==> config.mk <==
export PLATFORM = sky130hd
export DESIGN_NAME = plot_receiver
export DESIGN_NICKNAME = d
export VERILOG_FILES = /design/src/rtl/plot_pkg.sv /design/src/rtl/plot_fifo.sv /design/src/rtl/plot_receiver.sv
export SDC_FILE = /design/constraint.sdc
export NUM_CORES = 1
export LEC_CHECK = 0
export BUFFER_PORTS_ARGS = -buffer_cell sky130_fd_sc_hd__buf_2
export CAP_MARGIN = 20
export CORE_ASPECT_RATIO = 0.75
export CORE_UTILIZATION = 50
export CTS_CLUSTER_DIAMETER = 200
export DETAILED_ROUTE_END_ITERATION = 7
export PLACE_DENSITY = 0.68
export SYNTH_ARGS = -nofsm -noshare
export SYNTH_HDL_FRONTEND = slang
export SYNTH_HIERARCHICAL = 1
export SYNTH_SLANG_ARGS = --single-unit
==> constraint.sdc <==
create_clock -name clk -period 3.1 [get_ports clk]
set_input_delay 0.155 -clock clk [delete_from_list [all_inputs] [get_ports clk]]
set_output_delay 0.155 -clock clk [all_outputs]
set_load 0.01 [all_outputs]
==> src/rtl/plot_pkg.sv <==
// Screen geometry, framebuffer widths and the receiver state set,
// shared by the plot receiver and its tests.
package plot_pkg;
  localparam int unsigned SCREEN_W  = 160;
  localparam int unsigned SCREEN_H  = 120;
  localparam int unsigned FB_PIXELS = SCREEN_W * SCREEN_H;
  localparam int unsigned FB_ADDR_W = 15;
  localparam int unsigned COLOUR_W  = 3;

  typedef enum logic [1:0] {
    DRAIN,
    CLEAR_WAIT,
    CLEAR
  } plot_state_t;
endpackage

==> src/rtl/plot_fifo.sv <==
// Pixel-write FIFO with a registered head entry; count includes the head,
// so an entry becomes visible at the head one cycle after it is pushed.
module plot_fifo #(
  parameter int unsigned DEPTH = 8,
  parameter int unsigned WIDTH = 18
) (
  input  logic             clk,
  input  logic             rst_n,
  input  logic             push,
  input  logic [WIDTH-1:0] push_data,
  input  logic             pop,
  output logic [WIDTH-1:0] head,
  output logic             head_valid,
  output logic             full,
  output logic             empty
);
  localparam int unsigned AW = (DEPTH > 1) ? $clog2(DEPTH) : 1;
  localparam int unsigned CW = $clog2(DEPTH + 1);

  logic [WIDTH-1:0] mem [DEPTH];
  logic [AW-1:0]    wr_ptr;
  logic [AW-1:0]    rd_ptr;
  logic [CW-1:0]    count;
  logic [CW-1:0]    mem_count;
  logic             pop_ok;
  logic             push_ok;
  logic             load;

  assign full      = (count == CW'(DEPTH));
  assign empty     = (count == '0);
  assign mem_count = count - CW'(head_valid);
  assign pop_ok    = pop & head_valid;
  assign push_ok   = push & (~full | pop_ok);
  // Refill the head from storage whenever it is vacant or leaving this cycle.
  assign load      = (mem_count != '0) & (~head_valid | pop_ok);

  always_ff @(posedge clk) begin
    if (push_ok) mem[wr_ptr] <= push_data;
  end

  always_ff @(posedge clk or negedge rst_n) begin
    if (!rst_n) begin
      wr_ptr     <= '0;
      rd_ptr     <= '0;
      count      <= '0;
      head       <= '0;
      head_valid <= 1'b0;
    end else begin
      if (push_ok) wr_ptr <= wr_ptr + 1'b1;
      if (load) begin
        head       <= mem[rd_ptr];
        rd_ptr     <= rd_ptr + 1'b1;
        head_valid <= 1'b1;
      end else if (pop_ok) begin
        head_valid <= 1'b0;
      end
      case ({push_ok, pop_ok})
        2'b10:   count <= count + 1'b1;
        2'b01:   count <= count - 1'b1;
        default: count <= count;
      endcase
    end
  end
endmodule

==> src/rtl/plot_receiver.sv <==
// Bounds-checks pixel plots, buffers them toward the framebuffer and
// performs whole-frame clears once previously queued pixels have drained.
module plot_receiver
  import plot_pkg::FB_ADDR_W, plot_pkg::COLOUR_W, plot_pkg::plot_state_t,
         plot_pkg::DRAIN, plot_pkg::CLEAR_WAIT, plot_pkg::CLEAR;
#(
  parameter int unsigned FIFO_DEPTH = 8,
  parameter int unsigned SCREEN_W   = plot_pkg::SCREEN_W,
  parameter int unsigned SCREEN_H   = plot_pkg::SCREEN_H
) (
  input  logic                 clk,
  input  logic                 resetn,
  input  logic [7:0]           x,
  input  logic [6:0]           y,
  input  logic [COLOUR_W-1:0]  colour,
  input  logic                 plot,
  input  logic                 clear,
  input  logic [COLOUR_W-1:0]  clear_colour,
  output logic [FB_ADDR_W-1:0] fb_addr,
  output logic [COLOUR_W-1:0]  fb_data,
  output logic                 fb_we,
  input  logic                 fb_ready,
  output logic                 busy,
  output logic                 full,
  output logic                 overflow,
  output logic [7:0]           oob_count
);
  localparam int unsigned LAST_ADDR = SCREEN_W * SCREEN_H - 1;

  plot_state_t                   state;
  plot_state_t                   state_next;
  logic [FB_ADDR_W-1:0]          clr_addr;
  logic [COLOUR_W-1:0]           clr_colour;
  logic [FB_ADDR_W+COLOUR_W-1:0] head;
  logic                          head_valid;
  logic                          empty;
  logic                          in_bounds;
  logic [FB_ADDR_W-1:0]          plot_addr;
  logic                          push;
  logic                          pop;
  logic                          clr_last;

  assign in_bounds = (32'(x) < SCREEN_W) && (32'(y) < SCREEN_H);
  assign plot_addr = FB_ADDR_W'(32'(y) * SCREEN_W + 32'(x));
  assign push      = plot & in_bounds;
  assign pop       = head_valid & fb_ready & (state != CLEAR);
  assign clr_last  = (clr_addr == FB_ADDR_W'(LAST_ADDR));

  plot_fifo #(
    .DEPTH(FIFO_DEPTH),
    .WIDTH(FB_ADDR_W + COLOUR_W)
  ) u_fifo (
    .clk       (clk),
    .rst_n     (resetn),
    .push      (push),
    .push_data ({plot_addr, colour}),
    .pop       (pop),
    .head      (head),
    .head_valid(head_valid),
    .full      (full),
    .empty     (empty)
  );

  always_ff @(posedge clk or negedge resetn) begin
    if (!resetn) begin
      state      <= DRAIN;
      clr_addr   <= '0;
      clr_colour <= '0;
      overflow   <= 1'b0;
      oob_count  <= '0;
    end else begin
      state <= state_next;
      if (state == DRAIN && clear) clr_colour <= clear_colour;
      if (state == CLEAR) begin
        if (fb_ready) clr_addr <= clr_last ? '0 : clr_addr + 1'b1;
      end else begin
        clr_addr <= '0;
      end
      if (push && full && !pop) overflow <= 1'b1;
      if (plot && !in_bounds && oob_count != '1) oob_count <= oob_count + 1'b1;
    end
  end

  always_comb begin
    state_next = state;
    case (state)
      DRAIN:      if (clear) state_next = CLEAR_WAIT;
      CLEAR_WAIT: if (empty) state_next = CLEAR;
      CLEAR:      if (fb_ready && clr_last) state_next = DRAIN;
      default:    state_next = DRAIN;
    endcase
  end

  // The clear engine owns the write port outright; queued plots wait behind it.
  always_comb begin
    fb_we   = head_valid;
    fb_addr = head[FB_ADDR_W+COLOUR_W-1:COLOUR_W];
    fb_data = head[COLOUR_W-1:0];
    if (state == CLEAR) begin
      fb_we   = 1'b1;
      fb_addr = clr_addr;
      fb_data = clr_colour;
    end
  end

  assign busy = ~empty | (state != DRAIN);
endmodule
## Word-level counts from Yosys, hierarchy flattened

Memory sizes are Yosys's and may differ from the RTL's. A register that Yosys moved wholly into a read port is not among the register bits.
Cells that the tools add are included.

- Memories kept: 1
- Register bits: 40
- Memory bits (writable): 144
- Bits of input ports: 26
- Output and inout bits: 30

- Reduce and logical (&&, ||, !) cells: 17
- Add/subtract/negate cells: 8
- Eq/ne operators: 12
- Order comparisons: 2
- $mul: 1
- Bitwise gates (word level): 12
- Mux-type cells: 15

Memories:

| name | words | bits a word | read ports | clocked after Yosys merged registers in | write ports | RTL line | text |
|---|---|---|---|---|---|---|---|
| u_fifo.mem | 8 | 18 | 1 | 1 | 1 | plot_fifo.sv:20 | `logic [WIDTH-1:0] mem [DEPTH];` |

Operator list:

| kind | number |
|---|---|
| 15-bit two-way mux | 4 |
| 15-bit by 1-bit adder with 15-bit output, second input constant | 1 |
| 15-bit by 8-bit adder with 15-bit output | 1 |
| 15-bit == test, second input constant | 1 |
| 7-bit by 3-bit multiplier with 10-bit output, second input constant | 1 |
| 8-bit by 1-bit adder with 8-bit output, second input constant | 1 |
| 8-bit less-than comparator, second input constant | 1 |
| 2-bit inequality test, second input constant | 4 |
| 8-bit inequality test, second input constant | 1 |
| 4-bit one-hot mux with 2 select lines | 1 |
| 1-bit logical AND | 7 |
| 7-bit less-than comparator, second input constant | 1 |
| 3-bit by 1-bit adder with 3-bit output, second input constant | 2 |
| 1-bit bitwise AND | 6 |
| 2-bit two-way mux | 3 |
| 2-bit one-hot mux with 3 select lines | 1 |
| 2-bit nonzero test | 3 |
| 1-bit two-way mux | 5 |
| 4-bit by 1-bit adder with 4-bit output, second input constant | 1 |
| 2-bit by 1-bit == test with 1-bit output, second input constant | 2 |
| 2-bit == test, second input constant | 2 |
| 4-bit == test, second input constant | 1 |
| 4-bit zero test | 1 |
| 4-bit nonzero test | 1 |
| 9 further kinds | 15 |

## Depth between registers and ports, before layout

- Depth after elaboration: 7
- Depth in mapped cells: 13
- Gate-level depth less buffers: 13

## Hierarchy

Netlist, hierarchy kept.

By module, submodules not included:

| module | instances | cells each | sequential area each (sq um) | area an instance (sq um) |
|---|---|---|---|---|
| plot_fifo | 1 | 335 | 5,049.8 | 6,691.4 |
| plot_receiver | 1 | 259 | 725.7 | 2,188.3 |

## Least setup slack after synthesis

OpenSTA, ideal clock, no wires.

- Kind: register to register
- Start: register state[0]
- End: memory u_fifo.mem[1][0], enable pin
- Cell stages (with the launch flop): 8
- Setup time: 0.416 ns
- Period minus slack after synthesis: 2.867 ns
- Setup slack: 0.233 ns
- Data required time: 2.684 ns
- Data arrival time: 2.451 ns
- Cell sequence: dfrtp_1 nand2b_1 nand3_1 inv_1 and2_1 o21a_4 nand2_1 nor3_1

- Longest elaborated chain between the ends: 7

Ends and longest elaborated chain:

| what | RTL line | text |
|---|---|---|
| start, declared | plot_receiver.sv:30 | `plot_state_t state;` |
| start signal, assigned | plot_receiver.sv:72 | `state <= state_next;` |
| 2-bit inequality test | plot_receiver.sv:46 | `assign pop = head_valid & fb_ready & (state != CLEAR);` |
| 1-bit bitwise AND | plot_receiver.sv:46 |  |
| via pop | plot_receiver.sv:40 | `logic pop;` |
| 1-bit bitwise AND | plot_fifo.sv:32 | `assign pop_ok = pop & head_valid;` |
| 1-bit OR | plot_fifo.sv:33 | `assign push_ok = push & (~full \| pop_ok);` |
| 1-bit bitwise AND | plot_fifo.sv:33 |  |
| 1-bit two-way mux | plot_fifo.sv:38 | `if (push_ok) mem[wr_ptr] <= push_data;` |
| 1-bit two-way mux (not written as such) | plot_fifo.sv:38 |  |
| end, declared | plot_fifo.sv:20 |  |

The timed path passes the listed nets, and every way through them passes these cells.

## Worst setup path after layout

- Start: register u_fifo.count[1]
- End: register u_fifo.count[2]

- Longest elaborated chain between the ends: 6

Ends and longest elaborated chain:

| what | RTL line | text |
|---|---|---|
| start, declared | plot_fifo.sv:23 | `logic [CW-1:0] count;` |
| start signal, assigned | plot_fifo.sv:58 | `2'b10: count <= count + 1'b1;` |
| start signal, assigned | plot_fifo.sv:59 | `2'b01: count <= count - 1'b1;` |
| start signal, assigned | plot_fifo.sv:60 | `default: count <= count;` |
| 4-bit == test | plot_fifo.sv:29 | `assign full = (count == CW'(DEPTH));` |
| 1-bit NOT | plot_fifo.sv:33 |  |
| 1-bit OR | plot_fifo.sv:33 |  |
| 1-bit bitwise AND | plot_fifo.sv:33 |  |
| 2-bit by 1-bit == test with 1-bit output or 2-bit == test (tied branches) | plot_fifo.sv:57 | `case ({push_ok, pop_ok})` |
| 4-bit one-hot mux with 2 select lines or 2-bit nonzero test (tied branches) | - |  |

Parallel ways exist; a longest one is shown, timed or not.
A chain may end at the register's enable or synchronous reset.

==> run summary <==
Once the floorplan was initialized, standard cells occupied 52.0% of the core. The count of mapped cells out of synthesis was 594. Net switching is 31.6% of the power. The number of antenna violations at the first check in global routing is 0.

The count of cell types in the netlist came out at 61. The number of synthesized register bits was 202. The floorplan has 41 rows. STA puts the critical path data arrival time at 2960 ps. Buffers inserted during clock tree synthesis total 20. The internal power of the cells totals 0.00601 W. The kind of cell with the highest combined delay along the critical path is simple AND/OR/NAND/NOR gates.

The logs give 1 for the CTS H-tree depth and 43.3% for the sequential fraction of design power. After synthesis, the share of flip-flops with an asynchronous set or reset is 28.7%. The via count of the first global-routing pass was 5280.

The number of pins exceeding their max-slew limit in the final report is 0, and the total iterations of the first detailed-routing run is 5. For the post-DP HPWL, the log shows 11.6 mm. Entering global routing, the biggest net connects 41 pins. After the first detailed-routing iteration, the DRC count stood at 389. Setup repair after global routing left no endpoint under its margin. The floorplan step defined a die boundary enclosing 18300 um2. The biggest area consumer among synthesized cells is edfxtp_1. The post-synthesis area per instance was 14.9 um2; the global router's overall resource usage was 20.5%.

The master cell of the clock root buffer was clkbuf_16. The min-delay analysis places its worst path in the category in -> reg. When the netlist entered floorplanning its net count stood at 643. For the worst-skew pair, the clock arrives at the later sink with an insertion delay of 490 ps. The final hold violation count was 0. STA classifies the critical path endpoint as a flop. Setup violations remaining at the end of the flow were counted as 0.

In the final layout, the multi-input gates occupy 2950 um2. Critical setup path kind: reg -> reg. For the pin with the worst max-slew slack, the measured transition is 767 ps. Measured along the x axis, the die boundary spans 156 um.

The post-route setup TNS is 0 ps. The time the worst path needs with I/O delays and setup was 2590 ps; the worst clock skew on the final layout was 17.0 ps. Of the total power, combinational logic draws 30.3%.

In this run the cell area of the synthesized design comes to 8880 um2. The buffer and inverter count on the worst path came out at 1. Summing all placed instances gives a cell area of 9480 um2. Counting every sink on the clock net gives 202. The logs give 5780 um2 for the storage element area and 0.00278 W for the net switching component of the power. Cells with a size suffix above 1 make up 23.9% of the layout.

For this run, the register share of the synthesized area comes to 65.0%. The number of buffers between clock root and the deepest sink is 3, and the maximum net fanout on the critical path is 8. Biggest cell delay along the critical path: 580 ps.

STA classifies the critical path startpoint as a flop. In the finished design, the share of the clock period the worst path needs comes to 83.5%. The via density per instance is 5.58, and the final layout net count is 732. The number of I/O port buffers came out at 55.

Dominant synthesized flop cell: edfxtp_1. The analysis attributes to cell leakage a power of 3.87 nW. The run finished with clean final reports.

The largest individual stage delay along the critical path comes from the cell or4b_4. The run gives 672 uV as the highest ir drop seen on vdd. Walking the worst path, the cells encountered are or4b_4 -> o21a_4 -> clkinv_2 -> ha_1 -> xor2_1 -> ha_1 -> a21oi_1 -> xor2_1 -> nor2_1 -> xor2_1. Across the run, the number of max-cap violations was 0. Pin placement for this block handled 56 I/O pins. The relative slew slack came out at 48.5%.

The vertical die dimension was 117 um. During synthesis, Yosys emitted a total of 6 warnings. 0 antenna diodes ended up in the layout. The filler cells instantiated in the layout total 1328. At the end of the flow the core is filled with cells to 60.1%. The first global-routing pass estimated 28.4 mm of wire.

The number of synthesized flops with an enable pin was 144; the count of nets left with antenna violations after detail routing was 0. For this run, design rule violations remaining after detail routing come to 0. By area the synthesized netlist is led by edfxtp_1 (49%), dfrtp_1 (16%), mux4_2 (9.1%). Per report_power, the clock group accounts for 26.4% of the total.

Overall via count from detail_route: 5196. After detailed routing, the average wire length per cell comes to 19.2 um. In this run the biggest area consumer among cell types represents 48.7% of the synthesized area. After routing the design area is 10300 um2. The run gives 3470 ps as the required time of the critical path. The aggregate routed wire length was 17.9 mm. The cell repeated most along the worst path is xor2_1. At the end of routability-driven placement, the weighted congestion stood at 0.880.

After floorplanning, the core was sized to cover 17100 um2. TritonCTS built the clock tree. In this run the power density over the cells is 857 nW/um2.

From synthesis to final layout, the design area changed by 15.5%. The run gives 386 MHz as the achievable frequency. The design draws 0.00879 W. After global routing the overflow that remains totals 0. After clock tree synthesis, the clock-pin slew on the worst setup and hold paths is 60 ps.
==> worst reg2reg max path, cell delays in order (launching register included) <==
cell      delay [ps]
dfrtp_1          470
or4b_4           580
o21a_4           260
clkinv_2          70
ha_1             250
xor2_1           120
ha_1             200
a21oi_1          150
xor2_1           170
nor2_1            60
xor2_1           140
==> final timing paths <==
path,startpoint,endpoint,slack (ps),depth (start not counted)
min in group asynchronous,resetn,u_fifo/rd_ptr[0],160,2
setup / recovery,u_fifo/count[1],u_fifo/count[2],510,10
setup reg to reg,u_fifo/count[1],u_fifo/count[2],510,10
hold / removal,plot,oob_count[0],60,4
max in group asynchronous,resetn,u_fifo/count[1],2060,3
hold reg to reg,overflow,overflow,470,1
==> placed cells by master (no fill, tap or decap), types with 3 or more instances in the layout <==
| cell | netlist | routed |
|---|---|---|
| o21ai_1 | 5 | 5 |
| and3_1 | 3 | 3 |
| clkbuf_8 | 2 | 4 |
| nor2b_1 | 3 | 3 |
| buf_2 | 8 | 55 |
| xor2_1 | 16 | 16 |
| dfrtp_1 | 58 | 57 |
| buf_4 | 4 | 20 |
| o21ai_0 | 7 | 7 |
| clkinv_1 | 0 | 3 |
| inv_1 | 9 | 9 |
| mux2_2 | 6 | 6 |
| xnor2_1 | 19 | 19 |
| clkbuf_1 | 5 | 3 |
| nand3_1 | 10 | 10 |
| mux4_2 | 36 | 36 |
| nor3_1 | 7 | 5 |
| mux2i_1 | 18 | 18 |
| a21oi_1 | 24 | 24 |
| clkbuf_16 | 0 | 20 |
| nor2_1 | 49 | 49 |
| nand4_1 | 7 | 7 |
| nand2_1 | 77 | 77 |
| ha_1 | 21 | 21 |
| edfxtp_1 | 144 | 144 |
| nand2b_1 | 7 | 7 |
| nor4_1 | 4 | 4 |
| dlygate4sd3_1 | 0 | 14 |
==> stage by stage <==
step	setup WS, ps	hold slack (ps)	std cells
CTS	533	42.4	931
global placement	449	116	883
detailed placement	310	126	883
floorplan	233	-141	594
global route	309	68.6	931
finish	512	61.5	931
==> metal layers <==
metal | track usage [%] | part of all wire, %
met1 | 30.7 | 46
met3 | 3.58 | 6.0
met5 | 0 | 0
met4 | 4.72 | 1.5
met2 | 31.5 | 47
==> state kept, by name, summed over array words and instances (netlist names), 2 cells and up <==
signal / flops
clr_addr: 15
clr_colour: 3
oob_count: 8
state: 2
u_fifo/count: 4
u_fifo/head: 18
u_fifo/mem: 144
u_fifo/rd_ptr: 3
u_fifo/wr_ptr: 3
==> logic make-up (layout without fill, tap and decap cells) <==
| group | after synthesis | after routing | share of synthesized area [%] |
|---|---|---|---|
| muxes | 60 | 60 | 11.9 |
| adders and majority gates | 23 | 23 | 3.41 |
| AOI/OAI and AO/OA | 53 | 53 | 3.66 |
| xor gates and xnor gates | 35 | 35 | 3.45 |
| and+or+nand+nor | 189 | 189 | 10.5 |
| DFF | 202 | 202 | 65.0 |
| buffers and inverters | 32 | 133 | 2.06 |
==> power groups by stage <==
| stage | Clock, W | Sequential, W | Combinational, W |
|---|---|---|---|
| 6_report | 0.00232 | 0.00381 | 0.00266 |
| 5_1_grt | 0.00247 | 0.00387 | 0.00290 |
| 4_1_cts | 0.00238 | 0.00381 | 0.00269 |
| 3_5_place_dp | 0 | 0.00386 | 0.00267 |
| 3_3_place_gp | 0 | 0.00383 | 0.00261 |
| 2_1_floorplan | 0 | 0.00365 | 0.00196 |
==> Yosys cell counts (8+ instances only) <==
cell type  instances
mux4_2            36
mux2i_1           18
dfrtp_1           58
nor2_1            49
xor2_1            16
a21oi_1           24
buf_2              8
edfxtp_1         144
nand3_1           10
nand2_1           77
inv_1              9
xnor2_1           19
ha_1              21
==> timing repair <==
item,in CTS,in global routing
setup buffers,0,0
resized for setup,0,0
hold endpoints to repair,87,0
hold buffers,14,0
==> cell type report <==
type	instances	share of cell area [%]
sequential	202	56.3
multi-input combinational	360	28.7
clock buffer	27	5.52
timing repair buffer	89	5.51
tap	236	2.88
clock inverter	7	0.683
inverter	10	0.378
Note: power is estimated with default switching activity, not from simulation.
